### src/rtl/memory_arbiter_pkg.sv
// memory_arbiter_pkg: shared widths and round-robin helpers for the memory arbiter.
package memory_arbiter_pkg;

    localparam int MAXN = 32;
    localparam int DEF_DEPTH = 256;
    localparam int DEF_N = 2;
    localparam int AW = $clog2(DEF_DEPTH);
    localparam int IW = $clog2(DEF_N);

    // Walks from the farthest slot back to ptr so the nearest requester wins.
    function automatic int rr_next(input logic [MAXN-1:0] req, input int ptr, input int n);
        int idx;
        rr_next = ptr;
        for (int k = n - 1; k >= 0; k--) begin
            idx = (ptr + k) % n;
            if (req[idx]) rr_next = idx;
        end
    endfunction

    function automatic int rr_inc(input int i, input int n);
        return (i == n - 1) ? 0 : i + 1;
    endfunction

endpackage

### src/rtl/memory_arbiter_rr_arbiter.sv
// rr_arbiter: combinational round-robin pick with an optional held grant.
module rr_arbiter
    import memory_arbiter_pkg::*;
#(
    parameter int N = 2,
    localparam int IDX_W = $clog2(N)
) (
    input  logic [N-1:0]     req,
    input  logic [IDX_W-1:0] ptr,
    input  logic             hold,
    input  logic [IDX_W-1:0] hold_idx,
    output logic [N-1:0]     gnt,
    output logic [IDX_W-1:0] idx
);

    always_comb begin
        idx = hold ? hold_idx : IDX_W'(rr_next(MAXN'(req), int'(ptr), N));
        gnt = req & (N'(1) << idx);
    end

endmodule

### src/rtl/memory_arbiter.sv
// memory_arbiter: shares one memory between N requesters with independent
// round-robin write and read-address channels and owner-routed read responses.
module memory_arbiter
    import memory_arbiter_pkg::*;
#(
    parameter int WIDTH = 16,
    parameter int DEPTH = DEF_DEPTH,
    parameter int N = DEF_N,
    localparam int ADR_W = $clog2(DEPTH),
    localparam int IDX_W = $clog2(N)
) (
    input  logic               clk,
    input  logic               rst,
    input  logic [N-1:0]       s_w_stb,
    input  logic [N*ADR_W-1:0] s_w_adr,
    input  logic [N*WIDTH-1:0] s_w_dat,
    output logic [N-1:0]       s_w_rdy,
    input  logic [N-1:0]       s_ar_stb,
    input  logic [N*ADR_W-1:0] s_ar_dat,
    output logic [N-1:0]       s_ar_rdy,
    output logic [N-1:0]       s_r_stb,
    input  logic [N-1:0]       s_r_rdy,
    output logic [WIDTH-1:0]   s_r_dat,
    output logic               m_aw_stb,
    output logic               m_w_stb,
    output logic [ADR_W-1:0]   m_aw_dat,
    output logic [WIDTH-1:0]   m_w_dat,
    input  logic               m_aw_rdy,
    input  logic               m_w_rdy,
    output logic               m_ar_stb,
    output logic [ADR_W-1:0]   m_ar_dat,
    input  logic               m_ar_rdy,
    input  logic               m_r_stb,
    input  logic [WIDTH-1:0]   m_r_dat,
    output logic               m_r_rdy
);

    logic [IDX_W-1:0] wptr_q, wptr_d, rptr_q, rptr_d;
    logic [IDX_W-1:0] rgnt_q, rgnt_d, owner_q, owner_d;
    logic             rlock_q, rlock_d;
    logic [IDX_W-1:0] widx, ridx;
    logic [N-1:0]     wgnt, rgnt;
    logic             w_acc, ar_acc;
    logic             unused_w_rdy;

    assign unused_w_rdy = m_w_rdy;

    rr_arbiter #(.N(N)) u_warb (
        .req(s_w_stb), .ptr(wptr_q), .hold(1'b0), .hold_idx('0), .gnt(wgnt), .idx(widx)
    );

    // A stalled read address keeps its grant so the payload cannot change under the memory.
    rr_arbiter #(.N(N)) u_rarb (
        .req(s_ar_stb), .ptr(rptr_q), .hold(rlock_q), .hold_idx(rgnt_q), .gnt(rgnt), .idx(ridx)
    );

    always_comb begin
        m_aw_stb = ~rst & |s_w_stb;
        m_w_stb  = m_aw_stb;
        m_aw_dat = s_w_adr[widx*ADR_W +: ADR_W];
        m_w_dat  = s_w_dat[widx*WIDTH +: WIDTH];
        s_w_rdy  = rst ? '0 : wgnt & {N{m_aw_rdy}};
        w_acc    = m_aw_stb & m_aw_rdy;
        m_ar_stb = ~rst & |s_ar_stb;
        m_ar_dat = s_ar_dat[ridx*ADR_W +: ADR_W];
        s_ar_rdy = rst ? '0 : rgnt & {N{m_ar_rdy}};
        ar_acc   = m_ar_stb & m_ar_rdy;
        s_r_stb  = (m_r_stb & ~rst) ? N'(1) << owner_q : '0;
        m_r_rdy  = s_r_rdy[owner_q];
        s_r_dat  = m_r_dat;
        wptr_d   = w_acc ? IDX_W'(rr_inc(int'(widx), N)) : wptr_q;
        rptr_d   = ar_acc ? IDX_W'(rr_inc(int'(ridx), N)) : rptr_q;
        owner_d  = ar_acc ? ridx : owner_q;
        rgnt_d   = m_ar_stb ? ridx : rgnt_q;
        rlock_d  = (m_ar_stb & ~m_ar_rdy) | (rlock_q & ~ar_acc);
    end

    always_ff @(posedge clk) begin
        if (rst) begin
            wptr_q  <= '0;
            rptr_q  <= '0;
            rgnt_q  <= '0;
            owner_q <= '0;
            rlock_q <= 1'b0;
        end else begin
            wptr_q  <= wptr_d;
            rptr_q  <= rptr_d;
            rgnt_q  <= rgnt_d;
            owner_q <= owner_d;
            rlock_q <= rlock_d;
        end
    end

endmodule

### config.mk
export PLATFORM = sky130hd
export DESIGN_NAME = memory_arbiter
export DESIGN_NICKNAME = d
export VERILOG_FILES = /design/src/rtl/memory_arbiter_pkg.sv /design/src/rtl/memory_arbiter_rr_arbiter.sv /design/src/rtl/memory_arbiter.sv
export SDC_FILE = /design/constraint.sdc
export NUM_CORES = 1
export LEC_CHECK = 0
export CAP_MARGIN = 10
export CORE_MARGIN = 5
export CORE_UTILIZATION = 22
export CTS_CLUSTER_DIAMETER = 50
export DETAILED_ROUTE_END_ITERATION = 16
export PLACE_DENSITY = 0.81
export SETUP_SLACK_MARGIN = 0.3
export SYNTH_ARGS = -nofsm -noshare
export SYNTH_HDL_FRONTEND = slang
export SYNTH_SLANG_ARGS = --single-unit
### constraint.sdc
create_clock -name clk -period 1.6 [get_ports clk]
set_input_delay 0.32 -clock clk [delete_from_list [all_inputs] [get_ports clk]]
set_output_delay 0.32 -clock clk [all_outputs]
set_load 0.005 [all_outputs]
## Yosys cells after proc, flatten, opt, wreduce, memory -nomap -nowiden

Cells that the tools add are included.

- Memories kept: 0
- Word-level logic and storage cells: 61
- Input bits: 92
- RAM bits: 0
- Register bits after elaboration: 5
- Memory bits (read-only): 0
- Latch bits: 0

- Bitwise logic cells: 17
- Muxes and demuxes: 22
- Multiply operators: 0
- Shifts and indexed selects: 6
- Reductions and logical operators: 2
- Divide/modulo/power cells: 0
- Add/sub/neg operators: 4
- Magnitude comparators: 5
- Eq/ne operators: 0

Operator list:

| kind | number |
|---|---|
| $shiftx A16 B5 Y8 | 2 |
| $shiftx A32 B6 Y16 | 1 |
| $mux W1 | 17 |
| $lt A2 B7 Y1 const B | 2 |
| $lt A1 B6 Y1 const B | 2 |
| $and A2 B2 Y2 | 4 |
| $and A1 B1 Y1 | 7 |
| $mux W2 | 3 |
| $shl A1 B1 Y2 const A | 3 |
| $add A1 B1 Y1 const B | 4 |
| $bmux W1 S2 | 2 |
| $reduce_or A2 Y1 | 2 |
| $not A1 Y1 | 3 |
| $and A1 B1 Y1 const A | 2 |
| $lt A1 B2 Y1 const B | 1 |
| $or A1 B1 Y1 | 1 |

## Logic depth before layout (Yosys ltp)

Gate-level depths: netlist (run 1).

- Depth in word-level cells: 12
- Gate-level depth with buffers: 5

## Hierarchy

A second synthesis (run 1) with hierarchy kept.

- Cell total of the unflattened synthesis: 105
- Area, all modules: 960.9 um2

By module, submodules not included:

| module | instances | seq. area each (um2) | area an instance (um2) | cells each |
|---|---|---|---|---|
| memory_arbiter | 1 | 100.1 | 848.3 | 87 |
| rr_arbiter | 2 | 0.0 | 56.3 | 9 |

## Worst setup path before layout (run 1)

Ideal clock, no wire load.

- Kind: input port to output port
- Start point: input s_ar_stb[1]
- End point: output m_ar_dat[1]
- Slack: 0.097 ns
- Stages on the path: 5
- Arrival time: 1.183 ns
- Cells stage by stage: nor2b_1 o211ai_2 nand2_1 buf_2 mux2_1

- Longest elaborated chain between the ends: 7
- Elaborated cells between the ends (all ways): 9
- Classes of those cells: 1 x shift; 8 x mux

RTL lines:

| element | RTL line | text |
|---|---|---|
| start, declared | memory_arbiter.sv:18 | `input logic [N-1:0] s_ar_stb,` |
| $bmux W1 S2 | memory_arbiter_pkg.sv:16 | `if (req[idx]) rr_next = idx;` |
| $mux W1 (implied by the code) (2 in series) | memory_arbiter_pkg.sv:16 |  |
| $mux W1 | memory_arbiter_pkg.sv:16 |  |
| $mux W1 * | memory_arbiter_pkg.sv:16 |  |
| $mux W1 * | memory_arbiter_rr_arbiter.sv:17 | `idx = hold ? hold_idx : IDX_W'(rr_next(MAXN'(req), int'(ptr), N));` |
| $shiftx A16 B5 Y8 * | memory_arbiter.sv:65 | `m_ar_dat = s_ar_dat[ridx*ADR_W +: ADR_W];` |
| end, declared | memory_arbiter.sv:31 | `output logic [ADR_W-1:0] m_ar_dat,` |

Every way passes the cells marked *; elsewhere a longest branch is shown, timed or not. The select of a mux whose other input is x is not followed.

## Worst setup path in the final report (run 1)

- Start point: register wptr_q
- End point: output m_w_dat[14]

- Longest elaborated chain between the ends: 8
- Elaborated cells between the ends (all ways): 10
- Classes of those cells: 1 x add/sub; 1 x shift; 7 x mux; 1 x bitwise

RTL lines:

| element | RTL line | text |
|---|---|---|
| start, declared | memory_arbiter.sv:38 | `logic [IDX_W-1:0] wptr_q, wptr_d, rptr_q, rptr_d;` |
| start signal, assigned | memory_arbiter.sv:86 | `wptr_q <= wptr_d;` |
| $add A1 B1 Y1 | memory_arbiter_pkg.sv:15 | `idx = (ptr + k) % n;` |
| $and A1 B1 Y1 (no source line) | - |  |
| $bmux W1 S2 | memory_arbiter_pkg.sv:16 |  |
| $mux W1 (implied by the code) (2 in series) | memory_arbiter_pkg.sv:16 |  |
| $mux W1 | memory_arbiter_pkg.sv:16 |  |
| $mux W1 * | memory_arbiter_pkg.sv:16 |  |
| $shiftx A32 B6 Y16 * | memory_arbiter.sv:61 | `m_w_dat = s_w_dat[widx*WIDTH +: WIDTH];` |
| end, declared | memory_arbiter.sv:27 | `output logic [WIDTH-1:0] m_w_dat,` |

Marked as above.

==> results.py, run 1 <==
metrics = {
    "finish": {
        "finish.instance_area_um2": 2550,
        "area_growth_pct": 175,
        "fin_util_pct": 63.3,
        "regArea_um2": 109,
        "multi_input_area_um2": 773,
        "nets": 326,
        "num_antenna_cells": 0,
        "nFillCells": 311,
        "drive_above_1_share_pct": 60.1,
    },
    "outcome": {
        "violations": "setup timing",
        "status": "finished, violations left",
    },
    "sta": {
        "fmax_ghz": 0.543,
        "period_share_pct": 115,
        "rsz0062_at_grt": "yes",
        "skew_ns": 0.000303,
        "timing.slew.headroom_pct": 86.0,
        "drv_slew": 0,
        "fin_crit_ns": 1.84,
        "fin_setup_tns_ns": -6.03,
        "setup_viol": 33,
        "hold_viol_final": 0,
        "setup_slack_ns": -0.240,
        "tightest_slew_ns": 0.209,
    },
    "floorplan": {
        "dieArea_um2": 5610,
        "die_h_um": 74.9,
        "start_util_pct": 23.0,
        "die_width_um": 74.9,
        "row_count": 23,
        "ios": 150,
        "core_um2": 4030,
    },
    "global_routing": {
        "grt_max_degree": 7,
        "grt_overflow_total": 0,
        "grt_pass1_vias": 1358,
        "grt_use_total_pct": 14.8,
        "grt_pass1_wl_um": 6390,
        "antenna_found_initial": 0,
    },
    "critical_path": {
        "path_delay_family": "adder cells",
        "crit_fanout": 6,
        "rr_worst_depth": 5,
        "crit_top_cell": "buf_6",
        "reg2reg_slack_ns": 0.44,
        "worst-path-buf-inv": 2,
        "worst_path_max_delay_cell": "maj3_4",
        "arrival_ns": 1.52,
        "worstPathRequired_ns": 1.28,
        "cp-end-kind": "output pin",
        "slowest_delay_ns": 0.39,
        "path_depth": 4,
        "cp-start-kind": "flop",
        "crit_chain": "maj3_4, buf_6, mux2_4, buf_6",
        "setup.worst_path.class": "reg2out",
    },
    "placement": {
        "dpl.hpwl_um": 3160,
        "io_buffer_count": 116,
        "finalWeightedCongestion": 0.732,
        "placed_area_um2": 2130,
        "pre_cts_ws_ns": -1.01,
    },
    "clocking": {
        "h-tree-depth": 1,
        "holdBufCountCts": 0,
        "clk_latency_ns": 0.22,
        "path_clk_slew_ns": 0.04,
        "root_buffer": "clkbuf_8",
        "cts_sinks": 5,
        "clockBufferDepth": 2,
        "numCtsBuffers": 3,
        "cts_tree": "built",
    },
    "drt": {
        "routed_wirelength_um": 4330,
        "drt-initial-drc-count": 13,
        "drc": 0,
        "drtPass1Iterations": 4,
        "postRouteAntennaNets": 0,
        "via_count": 1260,
        "vias_per_cell": 4.45,
        "wl_per_cell_um": 15.3,
    },
    "logic_synthesis": {
        "synth_edf_count": 0,
        "synth_ff_type": "dfxtp_1",
        "netlist.top_cell.by_area": "mux2_4",
        "ys_ff_latch": 5,
        "syn-num-nets": 185,
        "synth_area_um2": 926,
        "ys_async_sr_fraction_pct": 0,
        "synth_cell_type_count": 26,
        "ys_warn_count": 0,
        "yosysSeqAreaShare_pct": 10.8,
        "avgSynthCellArea_um2": 9.96,
        "synth_top_area_share_pct": 32.4,
        "netlist_instances": 93,
        "synth.area.top_cells": "mux2_4 (32%), buf_4 (14%), dfxtp_1 (11%)",
    },
    "flow_run": {
        "maxCapViolations": 0,
    },
    "hold_path": {
        "hold_class": "in2reg",
        "min_path_cells": 3,
    },
    "power": {
        "p_per_area_nw_per_um2": 469,
        "leakagePower_uw": 0.00118,
        "ir_worst_vdd_mv": 0.323,
    },
}
routing by layer:
metal | vias up | share of wire, % | global-route usage, %
met4 | 0 | 2.2 | 5.73
met3 | 12 | 15 | 5.21
met2 | 95 | 49 | 27.3
li1 | 598 | - | -
met5 | - | 0 | 0
met1 | 555 | 34 | 15.3
what timing repair did:
item,in CTS,in global routing
setup buffers,22,1
cloned,4,0
resized for setup,265,9
pin swaps,8,2
setup endpoints to repair,46,39
synthesized netlist by cell type, types with 2 or more instances:
cell and instances:
buf_12 2, a311oi_1 2, dfxtp_1 5, nand2b_1 2, buf_4 17, mux2_1 7, nor2b_1 4, a21oi_1 3
nor2_1 7, mux2_2 6, mux2_4 20, nand2_1 4
placed cells by master, fill, tap and decap left out, types with 3 or more instances in the layout:
master / instances
mux2_4: 29
nor2_1: 3
nor2_4: 3
buf_2: 9
nand2_1: 3
dlygate4sd2_1: 4
clkdlybuf4s50_1: 65
buf_4: 15
buf_6: 56
maj3_4: 4
clkbuf_8: 3
mux2_2: 4
report_power, final:
part	total (uW)	switching (uW)	internal, uW
Combinational	814	228	586
Sequential	145	10.1	135
Clock	236	65.0	171
kinds of logic after synthesis:
kind of cell             synth area share, %
AO/OA/AOI/OAI                           7.57
buffers and inverters                   19.9
multiplexers                            48.2
AND/OR/NAND/NOR                         12.0
flip-flops                              10.8
adder cells (fa/ha/maj)                 1.49
through the flow:
| step | hold slack (ns) | std cells | power [uW] |
|---|---|---|---|
| 2_1_floorplan | 0.429 | 93 | 427 |
| 3_3_place_gp | 0.474 | 252 | 786 |
| 3_5_place_dp | 0.487 | 252 | 796 |
| 4_1_cts | 0.393 | 282 | 1200 |
| 5_1_grt | 0.396 | 283 | 1260 |
| 6_report | 0.390 | 283 | 1200 |
worst register-to-register path: cells and delay by family (launching register included):
| kind | cells | cell delay [ns] |
|---|---|---|
| AO/OA/AOI/OAI | 2 | 0.32 |
| AND/OR/NAND/NOR | 1 | 0.13 |
| flip-flops | 1 | 0.31 |
| buffers and inverters | 2 | 0.30 |
area by class of cell:
type                       instances  area share (%)
timing repair buffer             154            60.6
sequential                         5            4.27
multi-input combinational         68            30.3
inverter                           2           0.589
tap                               50            2.45
clock buffer                       4            1.77
final timing paths:
| check | startpoint | endpoint |
|---|---|---|
| max reg2reg | rptr_q | rgnt_q |
| min reg2reg | rptr_q | rptr_q |
| max | wptr_q | m_w_dat[14] |
| min | rst | wptr_q |
Power figures use the tool's default switching activity.
==> inputs of run 2 (changes only) <==
--- a/config.mk
+++ b/config.mk
@@ -5,12 +5,13 @@
 export SDC_FILE = /design/constraint.sdc
 export NUM_CORES = 1
 export LEC_CHECK = 0
+export ABC_AREA = 1
 export CAP_MARGIN = 10
 export CORE_MARGIN = 5
 export CORE_UTILIZATION = 22
 export CTS_CLUSTER_DIAMETER = 50
 export DETAILED_ROUTE_END_ITERATION = 16
-export PLACE_DENSITY = 0.81
+export PLACE_DENSITY = 0.83
 export SETUP_SLACK_MARGIN = 0.3
 export SYNTH_ARGS = -nofsm -noshare
 export SYNTH_HDL_FRONTEND = slang
==> results.py, run 2 <==
metrics = {
    "logic_synthesis": {
        "netlist_instances": 172,
        "yosys-top-cells-count": "nand2_1 (61), inv_1 (29), buf_4 (17)",
        "synth_top_family_by_area": "simple AND/OR/NAND/NOR gates",
        "syn-num-nets": 264,
        "yosysMostFrequentCell": "nand2_1",
        "netlist.top_cell.by_area": "nand2_1",
        "muxShareOfSynthArea_pct": 0,
        "avgSynthCellArea_um2": 5.18,
        "synth_ff_type": "dfxtp_1",
        "ys_warn_count": 0,
        "synth-compound-area-share_pct": 19.1,
        "ys_async_sr_fraction_pct": 0,
        "synth_top_area_share_pct": 25.7,
        "yosys.area_share.simple_pct": 36.1,
        "synth_xor_area_share_pct": 0,
        "yosysSeqAreaShare_pct": 11.2,
        "synth_edf_count": 0,
        "synth_cell_type_count": 17,
        "synth.area.top_cells": "nand2_1 (26%), buf_4 (14%), inv_1 (12%)",
        "ys_ff_latch": 5,
        "synth_fa_ha_area_share_pct": 0,
        "synth_area_um2": 891,
    },
    "power": {
        "pwr-share-clk_pct": 19.9,
        "p_per_area_nw_per_um2": 471,
        "p_int_uw": 807,
        "p_total_uw": 1200,
        "switching_share_pct": 32.9,
        "leakagePower_uw": 0.00131,
        "ir_worst_vdd_mv": 0.375,
        "power_frac_comb_pct": 68.0,
        "p_switching_uw": 396,
        "seqPwrFrac_pct": 12.1,
    },
    "floorplan": {
        "row_count": 23,
        "start_util_pct": 22.4,
        "die_h_um": 73.6,
        "ios": 150,
        "core_um2": 3970,
        "die_width_um": 73.6,
        "dieArea_um2": 5420,
    },
    "drt": {
        "vias_per_cell": 4.37,
        "drt-initial-drc-count": 15,
        "via_count": 1569,
        "wl_per_cell_um": 13.6,
        "drtPass1Iterations": 4,
        "drc": 0,
        "postRouteAntennaNets": 0,
        "routed_wirelength_um": 4890,
    },
    "sta": {
        "setup_slack_ns": -0.131,
        "skew_ns": 0.000572,
        "rsz0062_at_grt": "yes",
        "tightest_slew_ns": 0.195,
        "hold_viol_final": 0,
        "drv_slew": 0,
        "fin_crit_ns": 1.73,
        "whs_ns": 0.513,
        "fmax_ghz": 0.578,
        "period_share_pct": 108,
        "setup_viol": 35,
        "timing.slew.headroom_pct": 87.0,
    },
    "critical_path": {
        "rr_worst_depth": 15,
        "cp-end-kind": "output pin",
        "crit_top_cell": "nand2_4",
        "reg2reg_to": "owner_q",
        "worst-path-buf-inv": 4,
        "cp-start-kind": "flop",
        "arrival_ns": 1.41,
        "setup.worst_path.class": "reg2out",
        "reg2reg_slack_ns": -0.13,
        "slowest_delay_ns": 0.37,
        "path_delay_family": "buffers and inverters",
        "crit_fanout": 6,
        "reg2reg_from": "rptr_q",
        "worst_path_max_delay_cell": "dfxtp_4",
        "worstPathRequired_ns": 1.28,
        "crit_chain": "nand2_4, nand2_4, o21ai_4, buf_6, buf_12, buf_16, nand2_2, o21ai_2, buf_2",
    },
    "finish": {
        "nFillCells": 353,
        "stdcell_count": 359,
        "regArea_um2": 105,
        "final_common_cell": "clkdlybuf4s50_1",
        "mostFrequentLayoutCells": "clkdlybuf4s50_1 (65), buf_2 (43), nand2_1 (29)",
        "area_growth_pct": 187,
        "drive_above_1_share_pct": 49.8,
        "num_antenna_cells": 0,
        "nets": 402,
        "multi_input_area_um2": 738,
    },
    "clocking": {
        "clk_latency_ns": 0.23,
        "numCtsBuffers": 3,
        "cts_sinks": 5,
        "root_buffer": "clkbuf_8",
        "h-tree-depth": 1,
        "holdBufCountCts": 0,
        "path_clk_slew_ns": 0.03,
        "clockBufferDepth": 2,
        "cts_tree": "built",
    },
    "hold_path": {
        "min_path_cells": 3,
        "hold_class": "in2reg",
        "min_to": "rptr_q",
        "min_from": "rst",
    },
    "placement": {
        "dpl.hpwl_um": 3130,
        "io_buffer_count": 116,
        "finalWeightedCongestion": 0.794,
        "dp.cells": 328,
    },
    "global_routing": {
        "grt_pass1_vias": 1570,
        "grt_overflow_total": 0,
        "antenna_found_initial": 0,
        "grt_use_total_pct": 17.1,
        "grt_pass1_wl_um": 7180,
        "grt_max_degree": 13,
    },
    "outcome": {
        "violations": "setup timing",
        "status": "finished, violations left",
    },
    "flow_run": {
        "maxCapViolations": 0,
    },
}
-- run 2: changes by cell type in the layout (fill, tap and decap cells not counted), moves of 10 or more --
cell | previous run | this run
inv_1 | 0 | 28
mux2_4 | 29 | 0
o21ai_2 | 0 | 16
buf_2 | 9 | 43
nand2_4 | 0 | 10
buf_6 | 56 | 25
nand2_2 | 1 | 23
nand2_1 | 3 | 29
-- run 2: worst max-delay path by stage --
| stage | endpoint | cells after the start | start | slack [ns] |
|---|---|---|---|---|
| 6_report | m_aw_dat[5] | 9 | wptr_q | -0.13 |
| 5_1_grt | owner_q | 15 | rptr_q | -0.19 |
| 4_1_cts | m_aw_dat[5] | 9 | wptr_q | -0.17 |
| 3_5_place_dp | m_aw_dat[5] | 7 | s_w_stb[1] | -0.68 |
| 3_3_place_gp | m_aw_dat[2] | 7 | s_w_stb[1] | -0.65 |
| 2_1_floorplan | m_aw_dat[0] | 7 | s_w_stb[1] | 0.35 |
-- run 2: logic make-up (layout without fill, tap and decap cells) --
kind of cell | count (synthesis) | count (layout)
buf+inv | 54 | 191
simple gates | 83 | 83
compound gates | 30 | 30
flops | 5 | 5
-- run 2: what timing repair did --
item                       4_1_cts  5_1_grt
hold endpoints to repair         0        0
pin swaps                       17        7
setup buffers                   19        1
cloned                           7        0
setup endpoints to repair       45       42
gates resized for setup        260       37
-- run 2: final cells by class --
cell class                      count  area share (%)
Inverter                           30            4.51
Sequential cell                     5            4.12
Timing Repair Buffer              157            58.3
Tap cell                           50            2.45
Multi-Input combinational cell    113            28.9
Clock buffer                        4            1.76
-- run 2: layer usage --
layer	part of all wire, %	global-route usage, %	up-vias
met5	0	0	-
met4	0.51	3.42	0
li1	-	-	783
met3	12	7.11	4
met1	32	16.2	700
met2	55	34.0	82
-- run 2: power groups by stage --
stage               sequential, uW  clock, uW  combinational [uW]
floorplan                      143          0                 228
global placement               145          0                 612
detailed placement             145          0                 622
CTS                            144        250                 771
global route                   146        255                 881
finish                         146        239                 819
-- run 2: worst register-to-register path, stage by stage, from the launching register on --
cell     delay, ns
dfxtp_2       0.35
nor2_2        0.04
nor2_1        0.07
nand2_1       0.10
buf_6         0.13
buf_6         0.10
buf_6         0.10
buf_6         0.10
buf_6         0.10
buf_6         0.10
buf_6         0.10
buf_6         0.10
buf_6         0.11
nand3_4       0.05
nand2_1       0.05
nor2_1        0.07
-- run 2: metrics by stage --
stage	instance area, um2	util [%]	setup TNS [ns]	worst slack [ns]
6_report	2550	64.3	-2.74	-0.131
5_1_grt	2550	64.3	-4.84	-0.193
4_1_cts	2430	61.1	-3.07	-0.175
3_5_place_dp	2050	51.7	-24.47	-0.681
3_3_place_gp	2050	51.7	-23.76	-0.653
2_1_floorplan	891	-	0	0.354
==> inputs of run 3 (changes only) <==
--- a/config.mk
+++ b/config.mk
@@ -16,3 +16,4 @@
 export SYNTH_ARGS = -nofsm -noshare
 export SYNTH_HDL_FRONTEND = slang
 export SYNTH_SLANG_ARGS = --single-unit
+export TNS_END_PERCENT = 1
==> results.py, run 3 (same netlist as run 2, synthesis figures left out) <==
metrics = {
    "outcome": {
        "status": "finished, violations left",
        "violations": "setup timing",
    },
    "placement": {
        "dpl.hpwl_um": 3130,
        "placed_area_um2": 2050,
        "pre_cts_ws_ns": -0.681,
        "io_buffer_count": 116,
        "finalWeightedCongestion": 0.794,
    },
    "floorplan": {
        "die_h_um": 73.6,
        "start_util_pct": 22.4,
        "row_count": 23,
        "dieArea_um2": 5420,
        "die_width_um": 73.6,
        "ios": 150,
        "core_um2": 3970,
    },
    "global_routing": {
        "grt_overflow_total": 0,
        "grt_pass1_vias": 1361,
        "grt_use_total_pct": 14.4,
        "grt_pass1_wl_um": 6110,
        "grt_max_degree": 13,
        "antenna_found_initial": 0,
    },
    "drt": {
        "drc": 0,
        "drt-initial-drc-count": 13,
        "drtPass1Iterations": 4,
        "postRouteAntennaNets": 0,
        "wl_per_cell_um": 12.7,
        "via_count": 1464,
        "vias_per_cell": 4.31,
        "routed_wirelength_um": 4330,
    },
    "finish": {
        "drive_above_1_share_pct": 38.3,
        "finish.instance_area_um2": 2190,
        "area_growth_pct": 146,
        "num_antenna_cells": 0,
        "final_common_cell": "clkdlybuf4s50_1",
        "mostFrequentLayoutCells": "clkdlybuf4s50_1 (65), nand2_1 (50), buf_2 (33)",
        "nets": 383,
    },
    "clocking": {
        "clk_latency_ns": 0.23,
        "root_buffer": "clkbuf_8",
        "numCtsBuffers": 3,
        "cts_sinks": 5,
        "clockBufferDepth": 2,
        "holdBufCountCts": 0,
        "cts_tree": "built",
        "path_clk_slew_ns": 0.04,
        "h-tree-depth": 1,
    },
    "critical_path": {
        "cp-end-kind": "output pin",
        "cp-start-kind": "flop",
        "reg2reg_from": "rptr_q",
        "worst_path_max_delay_cell": "dfxtp_4",
        "cp-startpoint": "wptr_q",
        "crit_chain": "nand2_4, nand2_4, o21ai_4, buf_6, buf_16, o21ai_4, buf_2",
        "crit_fanout": 12,
        "setup.worst_path.class": "reg2out",
        "slowest_delay_ns": 0.36,
        "arrival_ns": 1.33,
        "worstPathRequired_ns": 1.28,
    },
    "power": {
        "ir_worst_vdd_mv": 0.371,
        "p_switching_uw": 339,
        "p_per_area_nw_per_um2": 473,
        "pwr-share-clk_pct": 23.2,
        "seqPwrFrac_pct": 14.0,
        "leakagePower_uw": 0.00116,
        "switching_share_pct": 32.6,
        "p_int_uw": 699,
        "power_frac_comb_pct": 62.8,
    },
    "sta": {
        "setup_slack_ns": -0.0510,
        "period_share_pct": 103,
        "fmax_ghz": 0.606,
        "hold_viol_final": 0,
        "drv_slew": 0,
        "tightest_slew_ns": 0.174,
        "rsz0062_at_grt": "yes",
        "skew_ns": 0.00176,
        "fin_crit_ns": 1.65,
        "setup_viol": 31,
        "timing.slew.headroom_pct": 88.3,
    },
    "hold_path": {
        "min_from": "rst",
        "hold_class": "in2reg",
    },
    "flow_run": {
        "maxCapViolations": 0,
    },
}
[run 3: path summary, 6_finish.rpt]
| kind | end | slack, ns | depth (start not counted) |
|---|---|---|---|
| worst max register to register | rgnt_q | 0.38 | 8 |
| worst min register to register | owner_q | 0.50 | 2 |
| worst min-delay path | rptr_q | 0.42 | 3 |
| worst max-delay path | m_aw_dat[5] | -0.05 | 7 |
[run 3: layer usage]
metal / share of wire [%] / GRT usage, % / vias to the layer above
li1: - / - / 741
met3: 15 / 7.52 / 4
met4: 0.67 / 3.22 / 0
met5: 0 / 0 / -
met1: 33 / 14.5 / 635
met2: 51 / 26.0 / 84
[run 3: timing repair]
action	in CTS	in global routing
pin swaps	5	8
cloned	3	1
gates resized for setup	163	63
endpoints found under the setup margin	45	42
buffers inserted	3	1
[run 3: final cells by class]
| cell class | count | area, um2 |
|---|---|---|
| Fill cell | 380 | 1780 |
| Timing Repair Buffer | 138 | 1240 |
| Multi-Input combinational cell | 113 | 627 |
| Inverter | 30 | 114 |
| Sequential cell | 5 | 106 |
| Tap cell | 50 | 62.6 |
| Clock buffer | 4 | 45.0 |
[run 3: power groups by stage]
stage | Clock, uW | Combinational [uW] | Sequential (uW)
2_1_floorplan | 0 | 228 | 143
3_3_place_gp | 0 | 612 | 145
3_5_place_dp | 0 | 622 | 145
4_1_cts | 250 | 624 | 144
5_1_grt | 262 | 710 | 146
6_report | 241 | 652 | 145
[run 3: worst max-delay path: cells and delay by family (launching register included)]
family                 cells  cell delay (ns)
buffers and inverters      3             0.42
flip-flops                 1             0.36
AO/OA/AOI/OAI              2             0.18
AND/OR/NAND/NOR            2             0.12
[run 3: stage by stage]
stage / std cells / setup TNS [ns] / power (uW) / hold WS [ns] / util [%]
2_1_floorplan: 172 / 0 / 371 / 0.473 / -
3_3_place_gp: 328 / -23.76 / 757 / 0.493 / 51.7
3_5_place_dp: 328 / -24.47 / 766 / 0.501 / 51.7
4_1_cts: 338 / -2.98 / 1020 / 0.499 / 53.7
5_1_grt: 340 / -3.23 / 1120 / 0.433 / 55.3
6_report: 340 / -0.981 / 1040 / 0.417 / 55.3
